**src/rtl/seg_scan_reader.sv**
```systemverilog
// seg_scan_reader: monitors the multiplexed 7-segment display bus.
// It synchronizes the active-low anode and cathode lines and waits for each
// digit pattern to hold steady. It then decodes the pattern back to BCD,
// collects the digits into a frame and flags any pattern or anode errors.
module seg_scan_reader #(
    parameter int NUM_DIGITS    = 4,
    parameter int STABLE_CYCLES = 8
) (
    input  logic                    clk,
    input  logic                    rst_n,
    input  logic [NUM_DIGITS-1:0]   anodo,
    input  logic [6:0]              catodo,
    input  logic                    enable,
    input  logic                    clear,
    output logic [4*NUM_DIGITS-1:0] digits_out,
    output logic                    digit_valid,
    output logic [2:0]              digit_idx,
    output logic [3:0]              digit_val,
    output logic                    pattern_err,
    output logic                    err_sticky,
    output logic                    frame_done
);

    localparam int SW = NUM_DIGITS + 7;
    localparam logic [7:0] STABLE_MAX = 8'(STABLE_CYCLES);
    localparam logic [7:0] STABLE_PRE = 8'(STABLE_CYCLES - 1);
    localparam logic [NUM_DIGITS-1:0] ONE_D = NUM_DIGITS'(1);

    typedef enum logic [1:0] {IDLE, TRACK, CAPTURED} state_t;

    state_t                state;
    logic [SW-1:0]         sync1;
    logic [SW-1:0]         sync2;
    logic [7:0]            cnt;
    logic [7:0]            cnt_next;
    logic [NUM_DIGITS-1:0] mask;
    logic [NUM_DIGITS-1:0] mask_new;
    logic [NUM_DIGITS-1:0] low_next;
    logic [NUM_DIGITS-1:0] low_cur;
    logic                  changed;
    logic                  none_next;
    logic                  one_next;
    logic                  capture;
    logic                  multi_err;
    logic [2:0]            cur_idx;
    logic [4:0]            dec;

    // Map an active-low segment pattern to {valid, bcd}; anything unknown is invalid
    function automatic logic [4:0] decode(input logic [6:0] c);
        logic [4:0] r;
        case (c)
            7'b0000001: r = {1'b1, 4'd0};
            7'b1001111: r = {1'b1, 4'd1};
            7'b0010010: r = {1'b1, 4'd2};
            7'b0000110: r = {1'b1, 4'd3};
            7'b1001100: r = {1'b1, 4'd4};
            7'b0100100: r = {1'b1, 4'd5};
            7'b0100000: r = {1'b1, 4'd6};
            7'b0001111: r = {1'b1, 4'd7};
            7'b0000000: r = {1'b1, 4'd8};
            7'b0000100: r = {1'b1, 4'd9};
            default:    r = 5'd0;
        endcase
        return r;
    endfunction

    // sync1 is the value S will take at the next edge, so state decisions look one step ahead
    assign low_next  = ~sync1[SW-1:7];
    assign low_cur   = ~sync2[SW-1:7];
    assign changed   = (sync1 != sync2);
    assign none_next = (low_next == '0);
    assign one_next  = !none_next && ((low_next & (low_next - ONE_D)) == '0);
    assign cnt_next  = changed ? 8'd1 : ((cnt < STABLE_MAX) ? cnt + 8'd1 : cnt);
    assign capture   = enable && one_next && !changed && (state == TRACK) && (cnt == STABLE_MAX);
    assign multi_err = enable && !none_next && !one_next && !changed && (cnt == STABLE_PRE);
    assign mask_new  = mask | low_cur;
    assign dec       = decode(sync2[6:0]);

    // Locate the single low anode of the current sample
    always_comb begin
        cur_idx = '0;
        for (int i = 0; i < NUM_DIGITS; i++) begin
            if (low_cur[i]) cur_idx = 3'(i);
        end
    end

    // Synchronizer, stability counter, scan FSM and all registered outputs
    always_ff @(posedge clk or negedge rst_n) begin
        if (!rst_n) begin
            sync1       <= '1;
            sync2       <= '1;
            cnt         <= '0;
            state       <= IDLE;
            mask        <= '0;
            digits_out  <= '0;
            digit_valid <= 1'b0;
            digit_idx   <= '0;
            digit_val   <= '0;
            pattern_err <= 1'b0;
            err_sticky  <= 1'b0;
            frame_done  <= 1'b0;
        end else begin
            sync1       <= {anodo, catodo};
            sync2       <= sync1;
            digit_valid <= 1'b0;
            pattern_err <= 1'b0;
            frame_done  <= 1'b0;

            if (!enable || none_next) begin
                state <= IDLE;
                cnt   <= '0;
            end else if (!one_next) begin
                state <= IDLE;
                cnt   <= cnt_next;
            end else begin
                cnt <= cnt_next;
                if (changed) begin
                    state <= TRACK;
                end else if (capture) begin
                    state <= CAPTURED;
                end else if (state == IDLE) begin
                    state <= TRACK;
                end
            end

            if (capture) begin
                digit_idx <= cur_idx;
                if (dec[4]) begin
                    digit_valid <= 1'b1;
                    digit_val   <= dec[3:0];
                    if (!clear) begin
                        for (int i = 0; i < NUM_DIGITS; i++) begin
                            if (cur_idx == 3'(i)) digits_out[4*i +: 4] <= dec[3:0];
                        end
                        if (mask_new == '1) begin
                            frame_done <= 1'b1;
                            mask       <= '0;
                        end else begin
                            mask <= mask_new;
                        end
                    end
                end else begin
                    pattern_err <= 1'b1;
                    if (!clear) err_sticky <= 1'b1;
                end
            end

            if (multi_err && !clear) err_sticky <= 1'b1;

            if (clear) begin
                digits_out <= '0;
                mask       <= '0;
                err_sticky <= 1'b0;
            end
        end
    end

endmodule

```
**config.mk**
```make
export PLATFORM = sky130hd
export DESIGN_NAME = seg_scan_reader
export DESIGN_NICKNAME = d
export VERILOG_FILES = /design/src/rtl/seg_scan_reader.sv
export SDC_FILE = /design/constraint.sdc
export NUM_CORES = 1
export LEC_CHECK = 0
export BUFFER_PORTS_ARGS = -buffer_cell sky130_fd_sc_hd__buf_2
export CORE_MARGIN = 2
export CORE_UTILIZATION = 46
export CTS_CLUSTER_DIAMETER = 40
export DETAILED_ROUTE_END_ITERATION = 6
export GPL_TIMING_DRIVEN = 0
export PLACE_DENSITY = 0.74
export SYNTH_ARGS = -nofsm -noshare
export SYNTH_HDL_FRONTEND = slang
export SYNTH_SLANG_ARGS = --single-unit
```
**constraint.sdc**
```tcl
create_clock -name clk -period 6.52 [get_ports clk]
set_input_delay 0 -clock clk [delete_from_list [all_inputs] [get_ports clk]]
set_output_delay 0 -clock clk [all_outputs]
set_load 0.005 [all_outputs]
```
==> results.cfg, run 1 <==
[pwr]
pwr-share-clk = 0.421
p_per_area_nw_per_um2 = 232
p_switching_mw = 0.176
power_leakage_nw = 1.59
switching_share = 0.222
comb_power_share = 0.065
peakVddDrop_mv = 0.147
p_seq_frac = 0.514
p_int_mw = 0.615

[cts]
cts-root-buf = clkbuf_8
numCtsBuffers = 9
cts_sinks = 62
htree_levels = 3
clkTransAtPathRegs_ps = 60
cts_buffer_depth = 2
clk_latency_ps = 330
post_cts_buffers = 0
cts_tree = yes
postCtsHoldBufs = 12
cts_resized = 0

[floorplan]
core_region_area_um2 = 5890
die_area_um2 = 6710
chipWidth_um = 81.9
start_util = 0.474
std_cell_rows = 28
ios = 42
die_h_um = 81.9

[worst_hold_path]
hold_path.class = input pin to flop

[timing]
hold_viol_final = 0
maxSlewViolCount = 0
worst_pin_slew_ps = 748
finalSetupViolations = 0
slew_headroom = 0.501
clock.fmax_mhz = 431
rsz0062_at_grt = no
skew_ps = 5.79
finalSetupTns_ps = 0
period_needed_ps = 2320
finalCritPeriodShare = 0.356

[drt]
wire_per_inst_um = 14.5
num_vias = 1991
first_pass_iters = 4
ant_nets = 0
wirelength_um = 5470
via_per_inst = 5.27
drc = 0
drt_iter0_drc = 64

[cells_and_area]
layout-drive-gt1-share = 0.320
diodes = 0
area_growth_pct = 22.2
final_area_um2 = 3410
fillers = 514
num-nets-final = 315

[synthesis]
synth_most_common_cell = dfrtp_1
yosys_register_bits = 62
syn_inst = 235
async_reset_ff_frac = 1.00
synthTopCellsByArea = dfrtp_1, dfstp_2, mux2i_1, xnor2_1, nand2_1
ys_types = 55
synth_top_area_frac = 0.358
seq_area_frac_synth = 0.565
yosysWarnings = 0
synthFlopType = dfrtp_1
synth_top_area_cell = dfrtp_1
synth-edff-count = 0
synthTopCellsByCount = dfrtp_1, nand2_1, dfstp_2
syn_avg_cell_area_um2 = 11.9
syn_nets = 252
syn_area_um2 = 2790

[global_routing]
gr-total-overflow = 0
antenna_found_initial = 0
use_met3 = 0.0429
use_met1 = 0.235
grt_max_degree = 63
grt_pass1_wl_um = 9050
grt_pass1_vias = 1967
track_usage = 0.181
busiest_layer = met2
use_met2 = 0.290

[critical_path]
path_buf_inv = 1
path_class = flop to flop
endpoint_kind = flop
startpoint_type = flop
cp_max_fo = 9
path_delay_family = simple AND/OR/NAND/NOR gates
worstPathArrival_ps = 2530
cp_slowest_stage_delay_ps = 510
critPathSlowestCell = dfstp_2
crit_chain = buf_2 > nor4b_1 > a22oi_1 > o211a_2 > nor3_2 > mux2_1
required_ps = 6730

[place]
hpwlAfterDp_um = 3840
place.port_buffers = 39
place_area_um2 = 3080
place_congestion = 0.774

[flow_run]
drv_cap = 0

[status]
status = finished clean
==> metrics by stage <==
step | hold slack [ps] | worst slack [ps] | instances | total power [mW] | utilization
finish | 82.7 | 4200 | 378 | 0.790 | 0.580
global route | 103 | 4060 | 378 | 0.824 | 0.580
CTS | 10.0 | 4220 | 377 | 0.801 | 0.578
detailed placement | 106 | 4240 | 349 | 0.458 | 0.524
global placement | 105 | 4290 | 349 | 0.457 | 0.524
floorplan | -296 | 4460 | 235 | 0.439 | -
==> sequential cells by signal, summed over array words and instances, names as in the netlist, 2 cells and up <==
signal and flops:
digit_val 4, digits_out 16, sync1 11, sync2 11
digit_idx 2, state 2, cnt 8, mask 4
==> worst reg2reg max path: cells and delay by family, from the launching register on <==
kind / cells / cell delay [ps]
and+or+nand+nor: 2 / 610
DFF: 1 / 510
AOI/OAI and AO/OA: 2 / 520
buffers and inverters: 1 / 190
muxes: 1 / 360
==> path summary, 6_finish.rpt <==
kind | from | slack (ps) | endpoint | cells past startpoint
worst min-delay path | clear | 80 | digits_out[13] | 2
max in group asynchronous | rst_n | 5750 | digit_idx[0] | 2
worst max-delay path | sync2[1] | 4200 | digit_val[3] | 6
min in group asynchronous | rst_n | 280 | digit_val[3] | 2
worst min register to register | sync1[0] | 370 | sync2[0] | 0
worst max register to register | sync2[1] | 4200 | digit_val[3] | 6
==> area by class of cell <==
cell class / instances / area (um^2) / share of cell area
buffer: 11 / 82.6 / 0.0242
clock buffer: 11 / 151 / 0.0444
clock inverter: 5 / 47.5 / 0.0139
inverter: 14 / 52.6 / 0.0154
multi-input combinational: 148 / 1080 / 0.316
sequential: 62 / 1580 / 0.463
tap: 75 / 93.8 / 0.0275
timing repair buffer: 52 / 328 / 0.0960
==> power by group through the flow <==
stage               Clock [mW]  Sequential (mW)  Combinational, mW
floorplan                    0            0.411             0.0283
detailed placement           0            0.413             0.0457
finish                   0.333            0.406             0.0517
global route             0.359            0.407             0.0578
global placement             0            0.412             0.0447
CTS                      0.343            0.406             0.0515
==> placed cells by master, fill, tap and decap left out, types with 4 or more instances in the layout <==
cell type      synthesis  routed
nand4_1                5       5
nand3_1                4       4
a21oi_1                9       9
buf_6                  4       4
inv_1                 14      14
clkbuf_8               0      11
buf_2                  3      41
dfstp_2               22      22
dfrtp_1               40      40
nor2_1                12      12
dlygate4sd3_1          0      13
nand2_1               24      24
and2_1                 5       5
xnor2_1               14      14
mux2i_1               13      13
==> kinds of logic (layout without fill, tap and decap cells) <==
| group | count (synthesis) | after routing | share of synthesized area |
|---|---|---|---|
| AOI/OAI and AO/OA | 36 | 36 | 0.101 |
| xor gates and xnor gates | 15 | 15 | 0.0470 |
| adders and majority gates | 2 | 2 | 0.00896 |
| buffers and inverters | 25 | 93 | 0.0484 |
| DFF | 62 | 62 | 0.565 |
| muxes | 17 | 17 | 0.0627 |
| other | 1 | 1 | 0.00134 |
| and+or+nand+nor | 77 | 77 | 0.165 |
==> routing by layer <==
metal / wire (um) / share of wire
met1: 2530 / 0.46
met2: 2650 / 0.48
met3: 219 / 0.040
met4: 70 / 0.013
met5: 0 / 0
Power figures use the tool's default switching activity.
==> run 2, diff against run 1 <==
Clock period 6.52 ns to 2.39 ns, I/O delays scaled along.
==> run 2 against run 1 <==
Sequential cell count did not move. Hold slack got worse by 2.8 ps. Clock skew barely moved. Non-clock buffer count rose by 2. Sequential share of layout area fell by 0.40 points. Utilization rose by 0.51 points. Routed wire length rose by 0.69%. Critical path type unchanged. Critical endpoint is now digits_out[9]. Highest routed layer unchanged.
==> results.cfg, run 2 (same netlist as run 1, synthesis figures left out) <==
[status]
status = finished clean

[worst_hold_path]
hold_path.class = input pin to flop
hold_depth = 2
min_to = digits_out[13]
min-delay-start = clear

[pwr]
power_leakage_nw = 1.62
p_per_area_nw_per_um2 = 628
power_mw = 2.16
peakVddDrop_mv = 0.402

[critical_path]
endpoint_kind = flop
path_buf_inv = 2
worstPathArrival_ps = 2460
cp_slowest_stage_delay_ps = 530
critPathSlowestCell = dfstp_2
startpoint_type = flop
r2r_end = digits_out[9]
r2r_slack_ps = 130
path_delay_family = compound AO/OA/AOI/OAI gates
path_class = flop to flop
cp_max_fo = 9
required_ps = 2590
cpMostUsedCell = buf_6
reg2reg_from = sync2[6]
crit_chain = buf_6 > xnor2_1 > nand4_1 > or3_1 > buf_6 > a2111oi_4 > a221oi_1
reg2reg_depth = 7

[drt]
wire_per_inst_um = 14.5
ant_nets = 0
wirelength_um = 5510
drc = 0
num_vias = 2009
via_per_inst = 5.29
first_pass_iters = 4
drt_iter0_drc = 73

[global_routing]
grt_pass1_wl_um = 9050
grt_pass1_vias = 1967
track_usage = 0.181
grt_max_degree = 63
antenna_found_initial = 0
gr-total-overflow = 0

[cells_and_area]
final_cell_mix = buf_2, dfrtp_1, nand2_1
regArea_um2 = 1580
fin_util = 0.585
diodes = 0
multiInputGateArea_um2 = 1090
layout-drive-gt1-share = 0.328
top_regs = digits_out x16, sync1 x11, sync2 x11
stdcell_count = 380
area_growth_pct = 23.3
fillers = 506
largest_reg_flops = 16
top_register = digits_out
num-nets-final = 317

[floorplan]
die_h_um = 81.9
die_area_um2 = 6710
chipWidth_um = 81.9
std_cell_rows = 28
ios = 42
core_region_area_um2 = 5890
start_util = 0.474

[timing]
skew_ps = 6.06
slew_headroom = 0.497
maxSlewViolCount = 0
finalSetupTns_ps = 0
clock.fmax_mhz = 442
rsz0062_at_grt = no
worst_pin_slew_ps = 755
finalCritPeriodShare = 0.947
finalSetupViolations = 0
period_needed_ps = 2260
hold_viol_final = 0
holdWs_ps = 79.9

[cts]
htree_levels = 3
numCtsBuffers = 9
cts-root-buf = clkbuf_8
clkTransAtPathRegs_ps = 70
cts_buffer_depth = 2
clk_latency_ps = 340
cts_sinks = 62
cts_tree = yes

[place]
hpwlAfterDp_um = 3840
place_congestion = 0.774
dp_cells = 349
place.port_buffers = 39

[flow_run]
drv_cap = 0
-- run 2: cell types whose count changed in the layout (fill, tap and decap cells not counted), sizes merged --
cell    previous run  this run
clkbuf            13        14
buf               48        49
-- run 2: repair_timing --
action / 4_1_cts / 5_1_grt
setup endpoints to repair: 0 / 8
hold buffers: 12 / 1
buffers inserted: 0 / 2
gates resized for setup: 0 / 3
endpoints found under the hold margin: 14 / 40
-- run 2: layout make-up --
type	instances	area share
Buffer	11	0.0247
Clock buffer	11	0.0440
Clock inverter	5	0.0138
Inverter	14	0.0153
Multi-Input combinational cell	148	0.317
Sequential cell	62	0.459
Tap cell	75	0.0273
Timing Repair Buffer	54	0.0996
-- run 2: stage by stage --
| step | instance area, um^2 | worst slack [ps] |
|---|---|---|
| final | 3440 | 127 |
| after global routing | 3440 | 3.09 |
| after CTS | 3400 | 94.0 |
| after detailed placement | 3080 | 105 |
| after global placement | 3080 | 162 |
| after floorplan | 2790 | 326 |
-- run 2: worst max path at each step --
| stage | startpoint | end | slack [ps] | cells after the start |
|---|---|---|---|---|
| final | sync2[6] | digits_out[9] | 130 | 7 |
| after CTS | sync2[1] | digit_val[3] | 90 | 6 |
| after detailed placement | sync2[1] | digit_val[3] | 110 | 6 |
| after global routing | sync2[3] | digits_out[9] | 3 | 7 |
| after global placement | sync2[6] | digit_val[2] | 160 | 7 |
| after floorplan | sync2[4] | digit_val[0] | 330 | 7 |
-- run 2: layer usage --
layer / vias to the layer above / wire (um) / GRT usage
li1: 960 / - / -
met1: 982 / 2520 / 0.235
met2: 57 / 2660 / 0.290
met3: 10 / 253 / 0.0429
met4: 0 / 73 / 0.0767
met5: - / 0 / 0
-- run 2: power breakdown --
group / leakage (nW) / switching [mW] / internal, mW
Combinational: 0.730 / 0.0791 / 0.0628
Sequential: 0.788 / 0.0219 / 1.09
Clock: 0.104 / 0.385 / 0.527
Total: 1.62 / 0.486 / 1.68
==> run 3, diff against run 2 <==
Clock period 2.39 ns to 2.18 ns, I/O delays scaled along.
==> run 3 against run 2 <==
Count of clock-buffer cells in the layout unchanged. Via count up 4.4%. Setup slack worse by 98 ps. Sequential share of layout area down 2.9 points. Critical path type unchanged. Fmax up 5.2%.
==> results.cfg, run 3 (same netlist as run 1, synthesis figures left out) <==
[drt]
dr_wl_met3_um = 259
met1_length_um = 2740
ant_nets = 0
first_pass_iters = 4
via_per_inst = 5.28
dr_wl_met2_um = 2800
drc = 0
top_layer_used = met4
drt_iter0_drc = 133
wirelength_um = 5910
num_vias = 2098
wire_per_inst_um = 14.9

[critical_path]
cp.depth = 6
cp_slowest_stage_delay_ps = 600
crit_chain = xnor2_1 > nand4_1 > or3_1 > buf_6 > nor3_4 > mux2_4
cp_max_fo = 6
critPathSlowestCell = dfstp_2
r2r_end = digit_val[3]
r2r_slack_ps = 30
reg2reg_from = sync2[10]
path_buf_inv = 1
reg2reg_depth = 6
worstPathArrival_ps = 2370
cp-endpoint = digit_val[3]
startpoint_type = flop
required_ps = 2400
endpoint_kind = flop
path_delay_family = simple AND/OR/NAND/NOR gates
crit_path_start = sync2[10]
path_class = flop to flop

[pwr]
pwr-share-clk = 0.415
comb_power_share = 0.079
p_int_mw = 1.87
p_switching_mw = 0.551
p_per_area_nw_per_um2 = 657
power_leakage_nw = 1.74
p_seq_frac = 0.506
switching_share = 0.228
peakVddDrop_mv = 0.441
power_mw = 2.42

[flow_run]
drv_cap = 0

[global_routing]
grt_max_degree = 63
gr-total-overflow = 0
grt_pass1_vias = 1978
grt_pass1_wl_um = 9190
antenna_found_initial = 0
track_usage = 0.184

[cts]
numCtsBuffers = 9
cts_buffer_depth = 2
cts_tree = yes
cts-root-buf = clkbuf_8
cts_sinks = 62
htree_levels = 3
clk_latency_ps = 340
clkTransAtPathRegs_ps = 60

[cells_and_area]
area_growth_pct = 31.6
final_common_cell = dfrtp_1
num-nets-final = 334
largest_reg_flops = 16
layout-drive-gt1-share = 0.401
top_regs = digits_out x16, sync1 x11, sync2 x11
final_cell_mix = dfrtp_1, buf_2, nand2_1, buf_4, dfstp_2
top_register = digits_out
diodes = 0
stdcell_count = 397
fillers = 477

[timing]
rsz0062_at_grt = yes
period_needed_ps = 2150
maxSlewViolCount = 0
finalSetupViolations = 0
finalCritPeriodShare = 0.986
slew_headroom = 0.495
holdWs_ps = 70.4
hold_viol_final = 0
setup_ws_ps = 29.6
worst_pin_slew_ps = 757
skew_ps = 5.64
clock.fmax_mhz = 465

[floorplan]
std_cell_rows = 28
chipWidth_um = 81.9
ios = 42
core_region_area_um2 = 5890
start_util = 0.474
die_area_um2 = 6710
die_h_um = 81.9

[place]
dp_slack_ps = -105
hpwlAfterDp_um = 3840
place.port_buffers = 39
dp_cells = 349
place_congestion = 0.774

[status]
status = finished clean

[worst_hold_path]
hold_path.class = input pin to flop
[run 3: final cells by class]
type	count	area [um^2]	area share
Buffer	6	45.0	0.0123
Clock buffer	11	151	0.0412
Clock inverter	5	47.5	0.0129
Inverter	14	52.6	0.0143
Multi-Input combinational cell	148	1190	0.323
Sequential cell	62	1580	0.430
Tap cell	75	93.8	0.0255
Timing Repair Buffer	76	518	0.141
[run 3: repair_timing]
action | in CTS | in global routing
setup buffers | 10 | 14
resized for setup | 6 | 14
hold endpoints to repair | 14 | 40
hold buffers | 12 | 1
pin swaps | 7 | 13
endpoints found under the setup margin | 15 | 22
[run 3: worst reg2reg max path, delay by kind of cell, from the launching register on]
kind / cells / cell delay (ps)
simple gates: 3 / 820
xor+xnor: 1 / 150
buf+inv: 1 / 150
flops: 1 / 600
mux: 1 / 330
[run 3: worst min-delay path by stage]
stage | start | end | slack (ps) | cells past startpoint
2_1_floorplan | rst_n | cnt[0] | -300 | 0
3_3_place_gp | catodo[2] | sync1[2] | 100 | 1
3_5_place_dp | catodo[2] | sync1[2] | 110 | 1
4_1_cts | rst_n | digits_out[6] | 10 | 1
5_1_grt | clear | digits_out[13] | 100 | 2
6_report | clear | digits_out[13] | 70 | 2
[run 3: per-layer routing]
metal | vias to the layer above | GRT usage
met5 | - | 0
met4 | 0 | 0.0767
met3 | 12 | 0.0429
met2 | 53 | 0.292
met1 | 1035 | 0.243
li1 | 998 | -
[run 3: through the flow]
| stage | util | TNS, ps | instance area (um^2) |
|---|---|---|---|
| detailed placement | 0.524 | -769 | 3080 |
| global route | 0.625 | -257 | 3680 |
| CTS | 0.595 | -58.3 | 3500 |
| global placement | 0.524 | -282 | 3080 |
| floorplan | - | 0 | 2790 |
| finish | 0.625 | 0 | 3680 |
[run 3: power by group through the flow]
stage | Combinational, mW | Sequential (mW) | Clock (mW)
final | 0.191 | 1.22 | 1.00
after global placement | 0.134 | 1.23 | 0
after detailed placement | 0.137 | 1.23 | 0
after CTS | 0.167 | 1.22 | 1.03
after global routing | 0.208 | 1.22 | 1.07
after floorplan | 0.0846 | 1.23 | 0
